File: config.mk
export PLATFORM = sky130hd
export DESIGN_NAME = cdb_arbiter
export DESIGN_NICKNAME = d
export VERILOG_FILES = /design/src/rtl/cdb_arbiter.sv
export SDC_FILE = /design/constraint.sdc
export NUM_CORES = 1
export LEC_CHECK = 0
export CAP_MARGIN = 10
export CORE_MARGIN = 4
export CORE_UTILIZATION = 47
export CTS_BUF_LIST = sky130_fd_sc_hd__clkbuf_4
export DETAILED_ROUTE_END_ITERATION = 7
export PLACE_DENSITY = 0.73
export SYNTH_ARGS = -nofsm -noshare
export SYNTH_HDL_FRONTEND = slang
export SYNTH_HIERARCHICAL = 1
export SYNTH_SLANG_ARGS = --single-unit
File: constraint.sdc
create_clock -name clk_in -period 8.85 [get_ports clk_in]
set_input_delay 2.2125 -clock clk_in [delete_from_list [all_inputs] [get_ports clk_in]]
set_output_delay 2.2125 -clock clk_in [all_outputs]
set_load 0.02 [all_outputs]
File: src/rtl/cdb_arbiter.sv
// Common-data-bus arbiter: per-source result FIFOs (ALU, load/store) feeding one
// registered broadcast bus. The sources take turns round-robin when both are pending.

module cdb_fifo #(
    parameter int DEPTH = 4,
    parameter int WIDTH = 8
) (
    input  logic                     clk_in,
    input  logic                     rst_in,
    input  logic                     clear,
    input  logic                     push,
    input  logic                     pop,
    input  logic [WIDTH-1:0]         wdata,
    output logic [WIDTH-1:0]         head,
    output logic [$clog2(DEPTH):0]   count
);
    localparam int AW = $clog2(DEPTH);

    logic [WIDTH-1:0] mem [DEPTH];
    logic [AW-1:0]    wptr;
    logic [AW-1:0]    rptr;

    // NOTE: sequential state uses non-blocking assignments so every register
    // samples pre-edge values, independent of statement order.
    always_ff @(posedge clk_in) begin
        if (rst_in) begin
            wptr  <= '0;
            rptr  <= '0;
            count <= '0;
        end else if (clear) begin
            wptr  <= '0;
            rptr  <= '0;
            count <= '0;
        end else begin
            if (push) wptr <= wptr + 1'b1;
            if (pop)  rptr <= rptr + 1'b1;
            case ({push, pop})
                2'b10:   count <= count + 1'b1;
                2'b01:   count <= count - 1'b1;
                default: count <= count;
            endcase
        end
    end

    // NOTE: storage is deliberately not reset; occupancy lives in count, so
    // stale slots are never observed and the array can map to plain RAM.
    always_ff @(posedge clk_in) begin
        if (push) mem[wptr] <= wdata;
    end

    assign head = mem[rptr];
endmodule

module cdb_arbiter #(
    parameter int DEPTH = 4
) (
    input  logic        clk_in,
    input  logic        rst_in,
    input  logic        rdy_in,
    input  logic        rob_clear,
    input  logic        alu_done,
    input  logic [31:0] alu_res,
    input  logic        alu_jump,
    input  logic [31:0] alu_jump_addr,
    input  logic [4:0]  alu_rob_pos,
    output logic        alu_ready,
    input  logic        load_done,
    input  logic [31:0] load_res,
    input  logic [4:0]  load_rob_pos,
    output logic        load_ready,
    output logic        cdb_valid,
    output logic [4:0]  cdb_rob_pos,
    output logic [31:0] cdb_val,
    output logic        cdb_jump,
    output logic [31:0] cdb_jump_addr
);
    localparam int CW = $clog2(DEPTH) + 1;

    typedef struct packed {
        logic [31:0] res;
        logic        jump;
        logic [31:0] jump_addr;
        logic [4:0]  rob_pos;
    } alu_entry_t;

    typedef struct packed {
        logic [31:0] res;
        logic [4:0]  rob_pos;
    } load_entry_t;

    alu_entry_t  alu_in;
    alu_entry_t  alu_head;
    load_entry_t load_in;
    load_entry_t load_head;

    logic [CW-1:0] alu_count;
    logic [CW-1:0] load_count;
    logic          alu_push;
    logic          alu_pop;
    logic          load_push;
    logic          load_pop;
    logic          flush;
    logic          grant_alu;
    logic          grant_load;
    logic          rr;

    assign alu_in  = '{res: alu_res, jump: alu_jump, jump_addr: alu_jump_addr, rob_pos: alu_rob_pos};
    assign load_in = '{res: load_res, rob_pos: load_rob_pos};

    // Readiness comes from pre-pop occupancy, so a full FIFO refuses a push even while popping.
    assign alu_ready  = rdy_in && (alu_count < CW'(DEPTH));
    assign load_ready = rdy_in && (load_count < CW'(DEPTH));

    assign flush     = rdy_in && rob_clear;
    assign alu_push  = alu_ready && !rob_clear && alu_done;
    assign load_push = load_ready && !rob_clear && load_done;
    assign alu_pop   = rdy_in && !rob_clear && grant_alu;
    assign load_pop  = rdy_in && !rob_clear && grant_load;

    // NOTE: every output of this block gets a default first, so no path
    // leaves a signal unassigned and no latch is inferred.
    always_comb begin
        grant_alu  = 1'b0;
        grant_load = 1'b0;
        if (alu_count != '0 && load_count != '0) begin
            grant_alu  = !rr;
            grant_load = rr;
        end else if (alu_count != '0) begin
            grant_alu  = 1'b1;
        end else if (load_count != '0) begin
            grant_load = 1'b1;
        end
    end

    cdb_fifo #(.DEPTH(DEPTH), .WIDTH($bits(alu_entry_t))) u_alu_fifo (
        .clk_in (clk_in),
        .rst_in (rst_in),
        .clear  (flush),
        .push   (alu_push),
        .pop    (alu_pop),
        .wdata  (alu_in),
        .head   (alu_head),
        .count  (alu_count)
    );

    cdb_fifo #(.DEPTH(DEPTH), .WIDTH($bits(load_entry_t))) u_load_fifo (
        .clk_in (clk_in),
        .rst_in (rst_in),
        .clear  (flush),
        .push   (load_push),
        .pop    (load_pop),
        .wdata  (load_in),
        .head   (load_head),
        .count  (load_count)
    );

    always_ff @(posedge clk_in) begin
        if (rst_in) begin
            rr            <= 1'b0;
            cdb_valid     <= 1'b0;
            cdb_rob_pos   <= '0;
            cdb_val       <= '0;
            cdb_jump      <= 1'b0;
            cdb_jump_addr <= '0;
        end else if (flush) begin
            rr        <= 1'b0;
            cdb_valid <= 1'b0;
        end else if (rdy_in) begin
            if (grant_alu) begin
                rr            <= 1'b1;
                cdb_valid     <= 1'b1;
                cdb_rob_pos   <= alu_head.rob_pos;
                cdb_val       <= alu_head.res;
                cdb_jump      <= alu_head.jump;
                cdb_jump_addr <= alu_head.jump_addr;
            end else if (grant_load) begin
                rr            <= 1'b0;
                cdb_valid     <= 1'b1;
                cdb_rob_pos   <= load_head.rob_pos;
                cdb_val       <= load_head.res;
                cdb_jump      <= 1'b0;
                cdb_jump_addr <= '0;
            end else begin
                cdb_valid     <= 1'b0;
            end
        end
    end
endmodule

Word-level counts from Yosys, hierarchy flattened
Memory sizes are Yosys's and may differ from the RTL's. A register that Yosys moved wholly into a read port is not among the register bits.
Cells that the tools add are included.

word-level totals
  register bits after elaboration = 86
  memory bits (writable) = 428
  bits of input ports = 113
  output and inout port bits = 73
  word-level logic and storage cells = 76
  memories kept = 2

operators by class
  $add $sub $neg = 8
  order comparisons = 2
  eq/ne operators = 4
  multiplexer cells = 26
  bitwise operators = 1
  reduce and logical (&&, ||, !) cells = 21

memories
  name             depth  width  read ports  clocked after Yosys merged registers in  wr ports  line  text
  u_alu_fifo.mem   4      70     1           1                                        1         19    logic [WIDTH-1:0] mem [DEPTH];
  u_load_fifo.mem  4      37     1           1                                        1         19

operators by type and width
  kind                                                                    count
  32-bit 2-to-1 mux                                                       4
  1-bit 2-to-1 mux                                                        14
  3-bit case mux with 2 select lines                                      2
  1-bit logical AND                                                       11
  5-bit 2-to-1 mux                                                        2
  2-bit by 1-bit adder with 2-bit output (second input constant)          4
  2-bit 2-to-1 mux                                                        4
  3-bit by 1-bit adder with 3-bit output (second input constant)          2
  3-bit less-than comparator (second input constant)                      2
  2-bit nonzero test                                                      3
  3-bit nonzero test                                                      2
  3-bit by 1-bit subtractor with 3-bit output (second input constant)     2
  2-bit by 1-bit equality test with 1-bit output (second input constant)  2
  2-bit equality test (second input constant)                             2
  3-bit AND reduction                                                     1
  1-bit zero test                                                         2
  2-bit AND reduction                                                     1
  2-bit OR reduction                                                      1
  1-bit inverter                                                          1

Logic depth before layout (Yosys ltp)
Gate-level depths: netlist of run 1.

  word-level depth = 7
  depth in mapped cells = 11

Cells and area by module
Netlist of run 1, hierarchy kept.

by module, submodules not included
  module                   instances  cells each  area an instance (µm²)
  cdb_fifo at u_alu_fifo   1          412         10603.9
  cdb_fifo at u_load_fifo  1          239         5824.3
  cdb_arbiter              1          366         4132.7

Worst setup path before layout of run 1
No wires, ideal clock.

  path kind = input-to-reg
  from = in rob_clear
  to = mem u_alu_fifo/mem[0][0] (netlist name) (enable)
  arrival = 4924 ps
  data required time = 8415 ps
  slack = 3490 ps
  cell stages on the path = 5
  buffers on the path = 2
  cell sequence = nand2b_1 buf_2 buf_4 nor3b_1 and2_1

between the ends
  cells in the longest elaborated chain, start to end = 5

RTL lines
  element                                 line  text
  start: declaration                      60    input logic rob_clear,
  1-bit zero test                         115   assign alu_push = alu_ready && !rob_clear && alu_done;
  1-bit logical AND (2 in a row)          115
  net alu_push                            98    logic alu_push;
  1-bit 2-to-1 mux                        48    if (push) mem[wptr] <= wdata;
  1-bit 2-to-1 mux (implied by the code)  48
  end: declaration                        19

The timed path passes the listed nets, and every way through them passes these cells.

Worst setup path in the final report of run 1
  from = in rdy_in
  to = out alu_ready

between the ends
  cells in the longest elaborated chain, start to end = 1

RTL lines
  element             line  text
  start: declaration  59    input logic rdy_in,
  1-bit logical AND   111   assign alu_ready = rdy_in && (alu_count < CW'(DEPTH));
  end: declaration    66    output logic alu_ready,

No other way between the ends.

==> flow_metrics.py, run 1 <==
metrics = {
    "clock_tree": {
        "numCtsBuffers": 130,
        "clk_latency_ps": 810,
        "cts_tree": "built",
        "htreeDepth": 4,
        "clkTransAtPathRegs_ps": 60,
        "post-cts-setup-buffers": 0,
        "ctsResizeCount": 0,
        "clock_path_buffers": 3,
        "clock_sink_count": 518,
        "hold_buffers": 0,
        "cts_root_buf": "clkbuf_4",
    },
    "route": {
        "post_drt_wl_per_cell_um": 21.6,
        "ant_nets": 0,
        "drcViolationCount": 0,
        "vias": 10700,
        "via_per_inst": 5.45,
        "routed_wl_mm": 42.5,
        "dr.pass1.iters": 5,
        "drtIter0Drc": 725,
    },
    "worst_setup_path": {
        "cp_max_fo": 6,
        "critPathKind": "primary input to primary output",
        "startpoint_type": "primary input",
        "cp_data_arrival_time_ps": 3550,
        "crit_required_ps": 6640,
        "end_kind": "primary output",
    },
    "floorplan": {
        "start_util_pct": 47.6,
        "die_h_um": 217,
        "coreArea_um2": 43200,
        "die_w_um": 217,
        "io_pins": 186,
        "std_cell_rows": 76,
        "die_area_um2": 47200,
    },
    "timing": {
        "relSlewSlack_pct": 22.1,
        "layout_setup_ws_ps": 3090,
        "maxSlewViolCount": 0,
        "hold_viol": 0,
        "post-route-period-util_pct": 65.1,
        "whs_ps": 464,
        "grt_setup_unrepaired": "false",
        "worst_slew_pin_slew_ps": 1170,
        "fmax_mhz": 174,
        "skew_ps": 34.8,
        "finalSetupViolCount": 0,
        "fin_tns_setup_ps": 0,
        "period_minus_slack_ps": 5760,
    },
    "final_layout": {
        "final_util_pct": 56.2,
        "syn2layout_area_growth_pct": 18.0,
        "final_layout_size_suffix_gt1_share_pct": 32.0,
        "final_cell_count_no_fill": 1965,
        "nets": 1399,
    },
    "power_and_ir_drop": {
        "irDropWorstVdd_v": 0.0000819,
        "power_frac_clock_pct": 39.9,
        "power_leakage_nw": 7.69,
        "p_seq_share_pct": 55.0,
        "power_frac_comb_pct": 5.2,
        "intPower_mw": 3.82,
        "switchingPower_mw": 1.06,
        "p_per_area_nw_per_um2": 201,
        "p_sw_share_pct": 21.7,
    },
    "logic_synthesis": {
        "ys_ff_latch": 518,
        "synth_area_per_cell_um2": 20.2,
        "synth_warnings": 6,
        "synthCells": 1017,
        "synth_nets": 1142,
        "syn_area_um2": 20600,
        "yosysUniqueCellTypes": 44,
        "yosysSeqAreaShare_pct": 71.3,
    },
    "global_route": {
        "antenna_found_initial": 5,
        "grt_max_degree": 80,
        "overflow": 0,
        "first_global_vias": 11500,
        "grt_pass1_wl_mm": 66.3,
        "grt_use_total_pct": 18.4,
    },
    "worst_hold_path": {
        "hold_class": "register to register",
    },
    "place": {
        "portBuffers": 185,
        "hpwl_mm": 24.5,
        "pre_cts_slack_ps": 3080,
        "dp.cells": 1727,
        "gp_congestion": 0.770,
    },
    "run_status": {
        "status": "completed",
    },
    "run": {
        "cap_violations": 0,
    },
}
## cells in the final DEF, fill, tap and decap left out, types with 21 or more instances in the layout
cell type and instances:
edfxtp_1 428, inv_1 50, clkinv_1 31, dfxtp_1 87, o31a_1 38, a221oi_2 68, clkdlybuf4s50_1 184, a32o_2 30
o21ai_1 21, clkbuf_4 187, mux4_2 100
## layer usage
layer / track usage [%] / vias up / routed length [µm]
met5: 0 / - / 22
met1: 23.1 / 5499 / 17000
met4: 8.08 / 4 / 1030
li1: - / 4848 / -
met2: 30.4 / 301 / 22000
met3: 5.04 / 63 / 2400
## logic make-up after synthesis
group                    Yosys count  share of synthesized area (%)
buffers and inverters            130                           4.40
AO/OA/AOI/OAI                    193                           9.91
XOR/XNOR                          10                          0.426
multiplexers                     109                           11.9
AND/OR/NAND/NOR                   45                           1.25
flip-flops                       518                           71.3
adder cells (fa/ha/maj)           12                          0.803
## registers in the layout (all words and copies together) (netlist names), 3 cells and up, named ones only
name and cells:
u_load_fifo/count 3, u_alu_fifo/mem 280, u_load_fifo/mem 148, cdb_jump_addr 32
cdb_rob_pos 5, cdb_val 32, u_alu_fifo/count 3
## cell usage after synthesis
library cell | number | area share [%]
edfxtp_1 | 428 | 63
mux4_2 | 100 | 11
dfxtp_1 | 90 | 8.8
a221oi_2 | 68 | 5.0
inv_1 | 50 | 0.91
o31a_1 | 38 | 1.6
a32o_2 | 30 | 1.6
buf_2 | 24 | 0.58
o21ai_1 | 21 | 0.51
o21ai_0 | 18 | 0.44
nor2_1 | 17 | 0.31
buf_6 | 16 | 0.88
clkbuf_1 | 13 | 0.24
buf_12 | 10 | 0.97
ha_1 | 10 | 0.61
and2_1 | 9 | 0.27
mux4_1 | 7 | 0.89
a21oi_1 | 6 | 0.15
a221oi_1 | 6 | 0.26
xor2_1 | 6 | 0.26
clkbuf_4 | 5 | 0.18
buf_4 | 4 | 0.15
xnor2_1 | 4 | 0.17
a32o_1 | 3 | 0.15
buf_8 | 3 | 0.22
nand2_1 | 3 | 0.055
nor3_1 | 3 | 0.073
or3_1 | 3 | 0.091
clkbuf_8 | 2 | 0.13
fa_1 | 2 | 0.19
mux2i_1 | 2 | 0.097
nand2b_1 | 2 | 0.061
nor3b_1 | 2 | 0.073
or2_2 | 2 | 0.061
a21o_1 | 1 | 0.037
and2b_1 | 1 | 0.037
buf_1 | 1 | 0.018
bufbuf_8 | 1 | 0.091
clkbuf_2 | 1 | 0.024
nor2b_1 | 1 | 0.030
nor3_4 | 1 | 0.079
nor4_4 | 1 | 0.10
o31ai_4 | 1 | 0.10
o41ai_1 | 1 | 0.043
## critical path: stages
cell and delay (ps):
clkdlybuf4s50_1 570, nor2b_1 160, clkdlybuf4s50_1 610
## through the flow
| step | power [mW] | cell area (µm²) |
|---|---|---|
| 3_3_place_gp | 2.98 | 22600 |
| 2_1_floorplan | 2.87 | 20600 |
| 6_report | 4.88 | 24300 |
| 4_1_cts | 4.96 | 24300 |
| 5_1_grt | 5.12 | 24300 |
| 3_5_place_dp | 2.99 | 22600 |
## worst paths after layout
| path | start | end | slack [ps] | depth (start not counted) |
|---|---|---|---|---|
| worst max-delay path | rdy_in | alu_ready | 3090 | 3 |
| worst min-delay path | cdb_val[18]$_SDFFE_PP0P_ | cdb_val[18]$_SDFFE_PP0P_ | 460 | 2 |
| worst max register to register | u_alu_fifo/count[2]$_SDFFE_PP0P_ | u_load_fifo/count[2]$_SDFFE_PP0P_ | 5350 | 11 |
| worst min register to register | cdb_val[18]$_SDFFE_PP0P_ | cdb_val[18]$_SDFFE_PP0P_ | 460 | 2 |
## area by class of cell
cell class / instances / area [µm²]
Clock inverter: 48 / 243
Tap cell: 585 / 732
Clock buffer: 187 / 1400
Fill cell: 3346 / 18900
Inverter: 50 / 188
Multi-Input combinational cell: 369 / 5030
Sequential cell: 518 / 14700
Timing Repair Buffer: 205 / 2000
Antenna cell: 3 / 7.51
## power by group through the flow
stage / combinational [mW] / clock, mW / sequential (mW)
after global routing: 0.271 / 2.17 / 2.68
final: 0.252 / 1.95 / 2.68
after CTS: 0.255 / 2.02 / 2.68
after detailed placement: 0.253 / 0 / 2.74
after floorplan: 0.130 / 0 / 2.74
after global placement: 0.248 / 0 / 2.73
No activity file was read; power rests on OpenSTA's default activity.
==> run 2: changes to the inputs <==
- clock period: 8.85 -> 5.3 ns (I/O delays scaled with it)
==> flow_metrics.py, run 2 (same netlist as run 1, synthesis figures left out) <==
metrics = {
    "route": {
        "drtIter0Drc": 752,
        "post_drt_wl_per_cell_um": 21.5,
        "routed_wl_mm": 42.4,
        "dr.pass1.iters": 5,
        "via_per_inst": 5.41,
        "vias": 10700,
        "drcViolationCount": 0,
        "ant_nets": 0,
    },
    "final_layout": {
        "final_layout_size_suffix_gt1_share_pct": 33.0,
        "multi_input_area_um2": 5030,
        "layout_commonest_cell": "edfxtp_1",
        "largest_registers": "u_alu_fifo/mem (280), u_load_fifo/mem (148)",
        "layout_common_cells": "edfxtp_1, clkbuf_4, clkdlybuf4s50_1",
        "final_util_pct": 56.6,
        "fillerInstances": 3340,
        "syn2layout_area_growth_pct": 18.9,
        "top_register": "u_alu_fifo/mem",
        "largest_register_ffs": 280,
        "final_cell_count_no_fill": 1971,
        "ff_latch_area_um2": 14700,
        "nets": 1406,
    },
    "power_and_ir_drop": {
        "power_frac_comb_pct": 5.1,
        "power_frac_clock_pct": 41.0,
        "switchingPower_mw": 1.75,
        "intPower_mw": 6.56,
        "p_seq_share_pct": 53.9,
        "p_sw_share_pct": 21.1,
        "p_total_mw": 8.31,
        "irDropWorstVdd_v": 0.000138,
        "power_leakage_nw": 7.78,
        "p_per_area_nw_per_um2": 340,
    },
    "floorplan": {
        "coreArea_um2": 43200,
        "die_area_um2": 47200,
        "die_w_um": 217,
        "io_pins": 186,
        "die_h_um": 217,
        "start_util_pct": 47.6,
        "std_cell_rows": 76,
    },
    "global_route": {
        "grt_use_total_pct": 18.3,
        "grt_pass1_wl_mm": 65.8,
        "grt_max_degree": 71,
        "first_global_vias": 11500,
        "overflow": 0,
        "antenna_found_initial": 6,
    },
    "clock_tree": {
        "clkTransAtPathRegs_ps": 60,
        "clk_latency_ps": 800,
        "clock_sink_count": 518,
        "cts_root_buf": "clkbuf_4",
        "hold_buffers": 0,
        "htreeDepth": 4,
        "ctsResizeCount": 0,
        "clock_path_buffers": 3,
        "numCtsBuffers": 130,
        "cts_tree": "built",
        "post-cts-setup-buffers": 0,
    },
    "timing": {
        "relSlewSlack_pct": 28.1,
        "worst_slew_pin_slew_ps": 1080,
        "maxSlewViolCount": 0,
        "finalSetupViolCount": 0,
        "hold_viol": 0,
        "post-route-period-util_pct": 76.9,
        "skew_ps": 26.4,
        "fin_tns_setup_ps": 0,
        "layout_setup_ws_ps": 1220,
        "fmax_mhz": 245,
        "period_minus_slack_ps": 4080,
        "grt_setup_unrepaired": "false",
    },
    "place": {
        "pre_cts_slack_ps": 760,
        "dp.cells": 1734,
        "hpwl_mm": 26.5,
        "portBuffers": 185,
        "gp_congestion": 0.730,
    },
    "worst_setup_path": {
        "critPathKind": "primary input to primary output",
        "path_buf_inv": 2,
        "path_common_cell": "clkdlybuf4s50_1",
        "crit_required_ps": 3970,
        "cp_slowest_stage_delay_ps": 630,
        "cp_data_arrival_time_ps": 2750,
        "crit_chain": "clkdlybuf4s50_1 -> nor2b_1 -> clkdlybuf4s50_1",
        "cp_max_fo": 6,
        "slowest_stage": "clkdlybuf4s50_1",
        "startpoint_type": "primary input",
        "end_kind": "primary output",
        "path_delay_family": "buffers and inverters",
    },
    "run": {
        "cap_violations": 0,
    },
    "worst_hold_path": {
        "hold_class": "register to register",
    },
    "run_status": {
        "status": "completed",
    },
}
[run 2: layout make-up]
| type | count | share of cell area, % |
|---|---|---|
| Clock buffer | 198 | 6.08 |
| Timing Repair Buffer | 212 | 8.54 |
| Sequential cell | 518 | 60.0 |
| Multi-Input combinational cell | 369 | 20.6 |
| Tap cell | 585 | 2.99 |
| Clock inverter | 36 | 1.03 |
| Antenna cell | 3 | 0.0307 |
| Inverter | 50 | 0.768 |
[run 2: worst register-to-register path, delay by kind of cell (launching register included)]
kind / cells / cell delay (ps)
DFF: 1 / 470
and+or+nand+nor: 4 / 910
AOI/OAI and AO/OA: 1 / 150
adders and majority gates: 2 / 640
buffers and inverters: 3 / 960
xor gates and xnor gates: 1 / 190
[run 2: power groups by stage]
| stage | sequential (mW) | clock (mW) | combinational (mW) |
|---|---|---|---|
| after floorplan | 4.58 | 0 | 0.216 |
| after global placement | 4.57 | 0 | 0.417 |
| after detailed placement | 4.57 | 0 | 0.426 |
| after CTS | 4.48 | 3.51 | 0.428 |
| after global routing | 4.48 | 3.78 | 0.453 |
| final | 4.48 | 3.40 | 0.422 |
[run 2: metrics by stage]
step | area, µm² | hold WS, ps
detailed placement | 22700 | 454
CTS | 24400 | 464
finish | 24400 | 461
global route | 24400 | 493
global placement | 22700 | 449
floorplan | 20600 | 485
[run 2: metal layers]
layer  GRT usage, %  wire, µm  vias up
li1               -         -     4853
met2           30.8     22200      291
met4           7.46      1000        6
met1           22.9     17100     5437
met3           4.64      2170       71
met5              0        40        -
[run 2: final timing paths]
kind / endpoint / slack [ps] / depth (start not counted) / startpoint
worst min-delay path: cdb_val[18]$_SDFFE_PP0P_ / 460 / 2 / cdb_val[18]$_SDFFE_PP0P_
worst min register to register: cdb_val[18]$_SDFFE_PP0P_ / 460 / 2 / cdb_val[18]$_SDFFE_PP0P_
worst max register to register: u_load_fifo/count[2]$_SDFFE_PP0P_ / 1920 / 11 / u_alu_fifo/count[2]$_SDFFE_PP0P_
worst max-delay path: alu_ready / 1220 / 3 / rdy_in
==> run 3: changes to the inputs <==
- PLACE_DENSITY: 0.73 -> 0.76
- clock period: 5.3 -> 3.5 ns (I/O delays scaled with it)
==> flow_metrics.py, run 3 (same netlist as run 1, synthesis figures left out) <==
metrics = {
    "run_status": {
        "status": "completed",
    },
    "final_layout": {
        "largest_register_ffs": 280,
        "fillerInstances": 3319,
        "nets": 1425,
        "layout_commonest_cell": "edfxtp_1",
        "syn2layout_area_growth_pct": 20.3,
        "top_register": "u_alu_fifo/mem",
        "layout_common_cells": "edfxtp_1, clkbuf_4, clkdlybuf4s50_1",
        "final_layout_size_suffix_gt1_share_pct": 33.8,
        "largest_registers": "u_alu_fifo/mem (280), u_load_fifo/mem (148)",
    },
    "floorplan": {
        "die_h_um": 217,
        "die_area_um2": 47200,
        "io_pins": 186,
        "std_cell_rows": 76,
        "start_util_pct": 47.6,
        "coreArea_um2": 43200,
        "die_w_um": 217,
    },
    "global_route": {
        "first_global_vias": 11600,
        "grt_pass1_wl_mm": 66.6,
        "antenna_found_initial": 7,
        "grt_max_degree": 51,
        "grt_use_total_pct": 18.6,
        "overflow": 0,
    },
    "route": {
        "drtIter0Drc": 548,
        "drcViolationCount": 0,
        "via_per_inst": 5.41,
        "ant_nets": 0,
        "routed_wl_mm": 43.1,
        "dr.pass1.iters": 5,
        "vias": 10800,
        "post_drt_wl_per_cell_um": 21.6,
    },
    "place": {
        "hpwl_mm": 27.1,
        "portBuffers": 185,
        "gp_congestion": 0.715,
    },
    "clock_tree": {
        "clk_latency_ps": 820,
        "cts_root_buf": "clkbuf_4",
        "clock_sink_count": 518,
        "post-cts-setup-buffers": 0,
        "clkTransAtPathRegs_ps": 70,
        "htreeDepth": 4,
        "hold_buffers": 0,
        "cts_tree": "built",
        "numCtsBuffers": 133,
        "clock_path_buffers": 3,
        "ctsResizeCount": 0,
    },
    "worst_hold_path": {
        "min_delay_worst_endpoint": "cdb_val[19]$_SDFFE_PP0P_",
        "hold_class": "register to register",
        "holdPathStages": 2,
        "min_from": "cdb_val[19]$_SDFFE_PP0P_",
    },
    "power_and_ir_drop": {
        "p_per_area_nw_per_um2": 508,
        "power_frac_comb_pct": 5.2,
        "intPower_mw": 9.85,
        "p_seq_share_pct": 54.0,
        "switchingPower_mw": 2.70,
        "power_frac_clock_pct": 40.8,
        "power_leakage_nw": 7.91,
        "p_total_mw": 12.6,
        "p_sw_share_pct": 21.5,
        "irDropWorstVdd_v": 0.000253,
    },
    "worst_setup_path": {
        "crit_required_ps": 2620,
        "r2r-end": "u_load_fifo/count[2]$_SDFFE_PP0P_",
        "cp_data_arrival_time_ps": 2180,
        "reg2reg_slack_ps": 1030,
        "critPathKind": "primary input to primary output",
        "startpoint_type": "primary input",
        "timing.rr.start": "u_alu_fifo/count[2]$_SDFFE_PP0P_",
        "cp_max_fo": 6,
        "end_kind": "primary output",
        "r2r_cells": 10,
    },
    "timing": {
        "post-route-period-util_pct": 87.3,
        "relSlewSlack_pct": 51.1,
        "period_minus_slack_ps": 3060,
        "finalSetupViolCount": 0,
        "maxSlewViolCount": 0,
        "fin_tns_setup_ps": 0,
        "fmax_mhz": 327,
        "skew_ps": 40.6,
        "grt_setup_unrepaired": "false",
        "worst_slew_pin_slew_ps": 733,
        "hold_viol": 0,
    },
    "run": {
        "cap_violations": 0,
    },
}
[run 3: changes by cell type in the layout (fill, tap and decap cells not counted), sizes merged]
cell | previous run | this run
bufinv | 4 | 2
clkinv | 25 | 30
diode | 3 | 5
inv | 55 | 56
buf | 28 | 44
clkbuf | 198 | 203
clkinvlp | 2 | 1
[run 3: final cells by class]
class / instances / area [µm²] / area share, %
flip-flops and latches: 518 / 14700 / 59.3
multi-input cells: 369 / 5030 / 20.4
repair buffers: 228 / 2370 / 9.58
clock buffers: 203 / 1520 / 6.16
well taps: 585 / 732 / 2.96
clock inverters: 39 / 205 / 0.830
inverters: 50 / 188 / 0.759
diodes: 5 / 12.5 / 0.0506
[run 3: through the flow]
stage                     area (µm²)  hold WS [ps]  cells  worst slack [ps]  util (%)
after floorplan                20600           485   1017               213         -
after global placement         23000           459   1750               206      53.2
after detailed placement       23000           458   1750               104      53.2
after CTS                      24700           468   1992               424      57.2
after global routing           24700           480   1997               377      57.3
final                          24700           466   1997               444      57.3
[run 3: worst max-delay path, cell delays in order]
cell,delay (ps)
clkdlybuf4s50_1,550
nor2b_1,150
clkdlybuf4s50_1,610
[run 3: worst max path at each step]
stage	from	to	slack, ps	depth (start not counted)
global placement	rob_clear	u_alu_fifo/count[2]$_SDFFE_PP0P_	210	11
floorplan	rob_clear	u_alu_fifo/mem[1][0]$_DFFE_PP_	210	5
detailed placement	rob_clear	u_alu_fifo/count[2]$_SDFFE_PP0P_	100	11
global route	rdy_in	alu_ready	380	3
finish	rdy_in	alu_ready	440	3
CTS	u_load_fifo/count[2]$_SDFFE_PP0P_	load_ready	420	2
[run 3: power by group through the flow]
| stage | clock, mW | combinational, mW | sequential [mW] |
|---|---|---|---|
| 3_3_place_gp | 0 | 0.639 | 6.91 |
| 5_1_grt | 5.69 | 0.697 | 6.78 |
| 4_1_cts | 5.29 | 0.657 | 6.78 |
| 2_1_floorplan | 0 | 0.328 | 6.94 |
| 6_report | 5.12 | 0.649 | 6.78 |
| 3_5_place_dp | 0 | 0.655 | 6.92 |
[run 3: per-layer routing]
layer | routed length, µm | up-vias | GRT usage, %
met5 | 21 | - | 0
met4 | 861 | 4 | 7.65
met3 | 2410 | 73 | 5.19
met2 | 22300 | 299 | 30.8
met1 | 17500 | 5504 | 23.3
li1 | - | 4916 | -
